<file path="src/rtl/writeback_stage.sv">
// MEM/WB pipeline register with load extraction and writeback-source select.
// Drives the register file write port, doubles as the WB forwarding source and counts retirements.
module writeback_stage #(
    parameter int RETIRE_W = 64
) (
    input  logic                clk,
    input  logic                reset,
    input  logic                MemValid,
    input  logic                Stall,
    input  logic                Flush,
    input  logic [63:0]         ALUResult,
    input  logic [63:0]         MemReadData,
    input  logic [63:0]         PCPlus4,
    input  logic [4:0]          RDIn,
    input  logic                RegWriteIn,
    input  logic [1:0]          MemtoReg,
    input  logic [2:0]          Funct3,
    output logic [63:0]         WriteData,
    output logic [4:0]          RD,
    output logic                RegWrite,
    output logic                WBValid,
    output logic [RETIRE_W-1:0] RetireCount
);

    logic [7:0]  byte_sel;
    logic [15:0] half_sel;
    logic [31:0] word_sel;
    logic [63:0] load_data;
    logic [63:0] wb_sel;

    logic [63:0]         wdata_q;
    logic [4:0]          rd_q;
    logic                regwrite_q;
    logic                valid_q;
    logic [RETIRE_W-1:0] retire_q;

    // Address bits below the access size are dropped, so misaligned offsets round down.
    assign byte_sel = MemReadData[{ALUResult[2:0], 3'b000} +: 8];
    assign half_sel = MemReadData[{ALUResult[2:1], 4'b0000} +: 16];
    assign word_sel = MemReadData[{ALUResult[2], 5'b00000} +: 32];

    always_comb begin
        load_data = '0;
        case (Funct3)
            3'b000:  load_data = {{56{byte_sel[7]}}, byte_sel};
            3'b100:  load_data = {56'd0, byte_sel};
            3'b001:  load_data = {{48{half_sel[15]}}, half_sel};
            3'b101:  load_data = {48'd0, half_sel};
            3'b010:  load_data = {{32{word_sel[31]}}, word_sel};
            3'b110:  load_data = {32'd0, word_sel};
            3'b011:  load_data = MemReadData;
            default: load_data = '0;
        endcase
    end

    always_comb begin
        wb_sel = '0;
        case (MemtoReg)
            2'b00:   wb_sel = ALUResult;
            2'b01:   wb_sel = load_data;
            2'b10:   wb_sel = PCPlus4;
            default: wb_sel = '0;
        endcase
    end

    always_ff @(posedge clk or posedge reset) begin
        if (reset) begin
            wdata_q    <= '0;
            rd_q       <= '0;
            regwrite_q <= 1'b0;
            valid_q    <= 1'b0;
            retire_q   <= '0;
        end else if (Flush) begin
            valid_q <= 1'b0;
        end else if (!Stall) begin
            wdata_q    <= wb_sel;
            rd_q       <= RDIn;
            regwrite_q <= RegWriteIn;
            valid_q    <= MemValid;
            if (MemValid) begin
                retire_q <= retire_q + RETIRE_W'(1);
            end
        end
    end

    // x0 is never written; a stalled valid entry keeps re-issuing the same write.
    assign RegWrite    = valid_q & regwrite_q & (rd_q != 5'd0);
    assign WriteData   = wdata_q;
    assign RD          = rd_q;
    assign WBValid     = valid_q;
    assign RetireCount = retire_q;

endmodule

</file>
<file path="config.mk">
export PLATFORM = sky130hd
export DESIGN_NAME = writeback_stage
export DESIGN_NICKNAME = d
export VERILOG_FILES = /design/src/rtl/writeback_stage.sv
export SDC_FILE = /design/constraint.sdc
export NUM_CORES = 1
export LEC_CHECK = 0
export ABC_AREA = 0
export CAP_MARGIN = 20
export CORE_AREA = 2 2 132 134
export CTS_BUF_LIST = sky130_fd_sc_hd__clkbuf_2 sky130_fd_sc_hd__clkbuf_4 sky130_fd_sc_hd__clkbuf_8
export CTS_CLUSTER_DIAMETER = 30
export DETAILED_ROUTE_END_ITERATION = 16
export DIE_AREA = 0 0 134 136
export PLACE_DENSITY_LB_ADDON = 0.3
export SYNTH_ARGS = -nofsm -noshare
export SYNTH_HDL_FRONTEND = slang
export SYNTH_SLANG_ARGS = --single-unit
</file>
<file path="constraint.sdc">
create_clock -name clk -period 13.7 [get_ports clk]
set_input_delay 2.74 -clock clk [delete_from_list [all_inputs] [get_ports clk]]
set_output_delay 2.74 -clock clk [all_outputs]
set_load 0.05 [all_outputs]
</file>
; Word level (Yosys, flattened, before mapping)
; Cells that the tools add are included.
[classes]
shift = 3
reduce_logical = 5
bitwise = 4
muxes = 4
add_sub_neg = 1
n_eq_ne = 9
[ops]
columns = operator, count
row1 = $pmux 64 s7, 1
row2 = $pmux 64 s3, 1
row3 = $add 64x1->64 const B, 1
row4 = $shiftx 64x7->16, 1
row5 = $shiftx 64x7->32, 1
row6 = $shiftx 64x7->8, 1
row7 = $eq 3x3->1 const B, 3
row8 = $eq 3x2->1 const B, 2
row9 = $reduce_bool 5->1, 1
row10 = $eq 3x1->1 const B, 1
row11 = $logic_not 3->1, 1
row12 = $reduce_and 3->1, 1
row13 = $and 1x1->1, 2
row14 = $eq 2x1->1 const B, 1
row15 = $eq 2x2->1 const B, 1
row16 = $logic_not 2->1, 1
row17 = $mux 1, 2
row18 = $ne 2x1->1 const B, 1
row19 = $not 1->1, 2
row20 = $reduce_and 2->1, 1
[word_totals]
elab_cells = 31
regBits = 135
in_bits = 208

; Longest topological paths before layout
[logic_depth]
depth_word = 3
mapped_depth = 8

; Least setup slack after synthesis
; Ideal clock, no wire load.
[synth_timing]
path_type = input -> register
from = in ALUResult[2]
to = reg wdata_q[0], in the netlist WriteData[0]
arrival_ns = 4.679
setup_slack_ns = 8.888
stages = 7
path_buffers = 3
t_required_ns = 13.567
cell_sequence = clkbuf_1 buf_1 buf_1 mux4_2 a22o_1 a221oi_1 o21ai_0
[synth_between]
elab_chain_cells = 3
elab_cells_between_ends = 5
classes_between = 3 x shift / 2 x mux
[synth_lines]
columns = element, line
row1 = start: declaration, 11  ; input logic [63:0] ALUResult,
row2 = "$shiftx 64x7->32, or another cell as far along", 40  ; assign word_sel = MemReadData[{ALUResult[2], 5'b00000} +: 32];
row3 = $pmux 64 s7 *, 44  ; case (Funct3)
row4 = $pmux 64 s3 *, 58  ; case (MemtoReg)
row5 = end signal: assignment, 76  ; wdata_q <= wb_sel;
row6 = end: declaration, 31  ; logic [63:0] wdata_q;
; Mark *: on every way between the ends. The rest lies on a longest branch, timed or not.
; A chain may end at the register's enable or synchronous reset.

; Final worst setup path
[layout_timing]
from = in Stall
to = reg retire_q[35], in the netlist RetireCount[35]
[layout_between]
elab_chain_cells = 2
[layout_lines]
columns = element, line
row1 = start: declaration, 9  ; input logic Stall,
row2 = $not 1->1 (no line), n/a
row3 = $reduce_and 3->1 (no line), n/a
row4 = end signal: assignment, 81  ; retire_q <= retire_q + RETIRE_W'(1);
row5 = end: declaration, 35  ; logic [RETIRE_W-1:0] retire_q;
; No other way between the ends.

==> results.sh <==
export IMPL_fin_crit_sh_pct=39.4
export IMPL_pwr_share_comb_pct=35.1
export IMPL_startpoint_type="input pin"
export IMPL_regToRegStartpoint="RetireCount[11]"
export IMPL_startpoint="Stall"
export IMPL_end_kind="register"
export IMPL_synth_cell_types=53
export IMPL_worstPathMaxFanout=41
export IMPL_grt_pass1_vias=8017
export IMPL_layout_common_cells="clkdlybuf4s50_1, dfrtp_1, a21oi_1"
export IMPL_synth_fa_ha_area_share_pct=0.158
export IMPL_vdd_drop_max_uv=66.3
export IMPL_swShare_pct=39.0
export IMPL_num_rows=48
export IMPL_drtIter0Drc=622
export IMPL_fin_setup_tns_ns=0
export IMPL_layout_nets=1346
export IMPL_grt_pass1_wl_mm=43.9
export IMPL_drc_errors=0
export IMPL_crit_required_ns=14.07
export IMPL_hpwl_mm=21.8
export IMPL_outcome="finished, final reports clean"
export IMPL_final_cells=1375
export IMPL_setup_viol=0
export IMPL_worstPathCellList="clkdlybuf4s50_1 -> or2_2 -> or4_1 -> nor4b_2 -> nand3_1 -> xnor2_1"
export IMPL_io_pins=343
export IMPL_die_w_um=134
export IMPL_routed_via_density=5.89
export IMPL_synth_seq_cells=135
export IMPL_post_cts_setup_buffers=0
export IMPL_fin_skew_ns=0.0118
export IMPL_cts_repair_resized=0
export IMPL_cts_sinks=135
export IMPL_synth_compound_gate_area_share_pct=18.7
export IMPL_grt_max_degree=78
export IMPL_ys_seq_area_share_pct=42.5
export IMPL_initial_core_util_pct=47.1
export IMPL_power_w=0.00121
export IMPL_maxSlewHeadroom_pct=33.9
export IMPL_synth_top_cell_area_share_pct=42.5
export IMPL_synth_area_mm2=0.00794
export IMPL_track_usage_pct=31.3
export IMPL_cp_arrival_ns=5.77
export IMPL_power_switching_w=0.000473
export IMPL_antenna_cells=0
export IMPL_postRouteWirelength_mm=28.6
export IMPL_yosysWarnings=0
export IMPL_synth_edf_count=0
export IMPL_drv_slew=0
export IMPL_num_vias=8103
export IMPL_synthCells=820
export IMPL_synth_nets=1029
export IMPL_antenna_violating_nets_post_route=0
export IMPL_slowest_delay_ns=0.78
export IMPL_synth_top_family_by_area="compound AO/OA/AOI/OAI gates"
export IMPL_htreeDepth=4
export IMPL_dp_slack_ns=7.66
export IMPL_fp_dieArea_mm2=0.0182
export IMPL_power_density_mw_per_mm2=102
export IMPL_clk_pin_slew_ns=0.09
export IMPL_rsz0062_at_grt="false"
export IMPL_avgSynthCellArea_um2=9.68
export IMPL_numCtsBuffers=17
export IMPL_synth_xor_area_share_pct=6.95
export IMPL_intPower_w=0.000740
export IMPL_drive_gt1_share_pct=8.52
export IMPL_synth_largest_area_cell="dfrtp_1"
export IMPL_die_height_um=136
export IMPL_dr_pass1_iters=6
export IMPL_root_buffer="clkbuf_8"
export IMPL_yosys_top_cells_area="dfrtp_1, mux2i_1, a21oi_1"
export IMPL_yosys_area_share_simple_pct=14.3
export IMPL_muxShareOfSynthArea_pct=14.1
export IMPL_ctsHoldBuffers=0
export IMPL_worstMarginPinSlew_ns=0.991
export IMPL_antenna_found_initial=0
export IMPL_path_class="input pin to register"
export IMPL_place_inst=1340
export IMPL_fin_ws_ns=8.30
export IMPL_max_freq_mhz=185
export IMPL_gr_total_overflow=0
export IMPL_final_common_cell="clkdlybuf4s50_1"
export IMPL_clkPwrFrac_pct=26.5
export IMPL_layout_min_cycle_time_ns=5.40
export IMPL_gp_congestion=0.923
export IMPL_ys_flop_type="dfrtp_1"
export IMPL_port_buffers=342
export IMPL_min_path_type="register to register"
export IMPL_leakage_nw=5.09
export IMPL_clock_latency_ns=0.47
export IMPL_num_fill_cells=1310
export IMPL_slowest_stage="or4_1"
export IMPL_seq_power_share_pct=38.5
export IMPL_syn_to_final_growth_pct=50.0
export IMPL_core_area_mm2=0.0169
export IMPL_cap_viol_max_count=0
export IMPL_avgRoutedWirePerCell_um=20.8
export IMPL_cts_buffer_depth=2
export IMPL_hold_start="WriteData[19]"
export IMPL_async_flop_share_pct=100
export IMPL_final_util_pct=70.6
export IMPL_cts_tree="yes"
export IMPL_hold_viol=0
==> worst max-delay path: cells and delay by family <==
family	cells	cell delay [ns]
xor gates and xnor gates	1	0.23
buffers and inverters	1	0.51
and+or+nand+nor	4	2.28
==> logic make-up (layout without fill, tap and decap cells) <==
| logic type | count (synthesis) | after routing |
|---|---|---|
| adder cells (fa/ha/maj) | 1 | 1 |
| XOR/XNOR | 63 | 63 |
| AO/OA/AOI/OAI | 236 | 236 |
| buffers and inverters | 65 | 395 |
| AND/OR/NAND/NOR | 229 | 229 |
| flip-flops | 135 | 135 |
| multiplexers | 91 | 91 |
==> synthesized netlist by cell type (all sizes together) (2+ instances only) <==
library cell,instances
a2111oi,6
a211oi,2
a21o,16
a21oi,86
a221o,2
a221oi,22
a22o,7
a22oi,15
and2,4
and3,15
and4,5
buf,14
clkbuf,42
dfrtp,135
inv,9
mux2,18
mux2i,58
mux4,15
nand2,46
nand2b,5
nand3,24
nand4,19
nor2,81
nor3,18
nor4,3
o21ai,36
o22ai,34
or4b,2
xnor2,33
xor2,30
==> final cells by class <==
type                    instances  area, um2  area share [%]
inverters                       9       38.8           0.326
clock buffers                  17        234            1.96
clock inverters                15        136            1.14
multi-input cells             620       4330            36.4
repair buffers                354       3510            29.5
flip-flops and latches        135       3380            28.4
well taps                     225        282            2.36
==> layer usage <==
metal	share of wire [%]	up-vias	global-route usage (%)	wire [um]
li1	-	3705	-	-
met1	38	3883	38.4	10700
met2	50	450	53.9	14400
met3	8.3	65	5.97	2380
met4	3.7	0	14.1	1060
met5	0	-	0	0
==> per-stage QoR <==
step / hold WS (ns) / instance area, um2
after floorplan: 0.446 / 7940
after global placement: 0.460 / 11500
after detailed placement: 0.465 / 11500
after CTS: 0.486 / 11900
after global routing: 0.502 / 11900
final: 0.486 / 11900
==> worst paths after layout <==
path / slack (ns) / endpoint / cells after the start
max: 8.30 / RetireCount[35] / 6
min: 0.49 / WriteData[19] / 1
max reg2reg: 10.97 / RetireCount[56] / 5
min reg2reg: 0.49 / WriteData[19] / 1
max in group asynchronous: 9.60 / WriteData[62] / 3
min in group asynchronous: 2.71 / RetireCount[57] / 2
==> power by group through the flow <==
| stage | Combinational (W) | Sequential [W] | Clock [W] |
|---|---|---|---|
| finish | 0.000425 | 0.000467 | 0.000321 |
| global route | 0.000448 | 0.000471 | 0.000339 |
| CTS | 0.000426 | 0.000466 | 0.000321 |
| detailed placement | 0.000425 | 0.000474 | 0 |
| global placement | 0.000420 | 0.000473 | 0 |
| floorplan | 0.000114 | 0.000596 | 0 |
==> sequential cells by signal (all words and copies together), names as in the netlist <==
signal and count:
regwrite_q 1, WBValid 1, RetireCount 64, WriteData 64, RD 5
(Power assumes the default switching activity.)
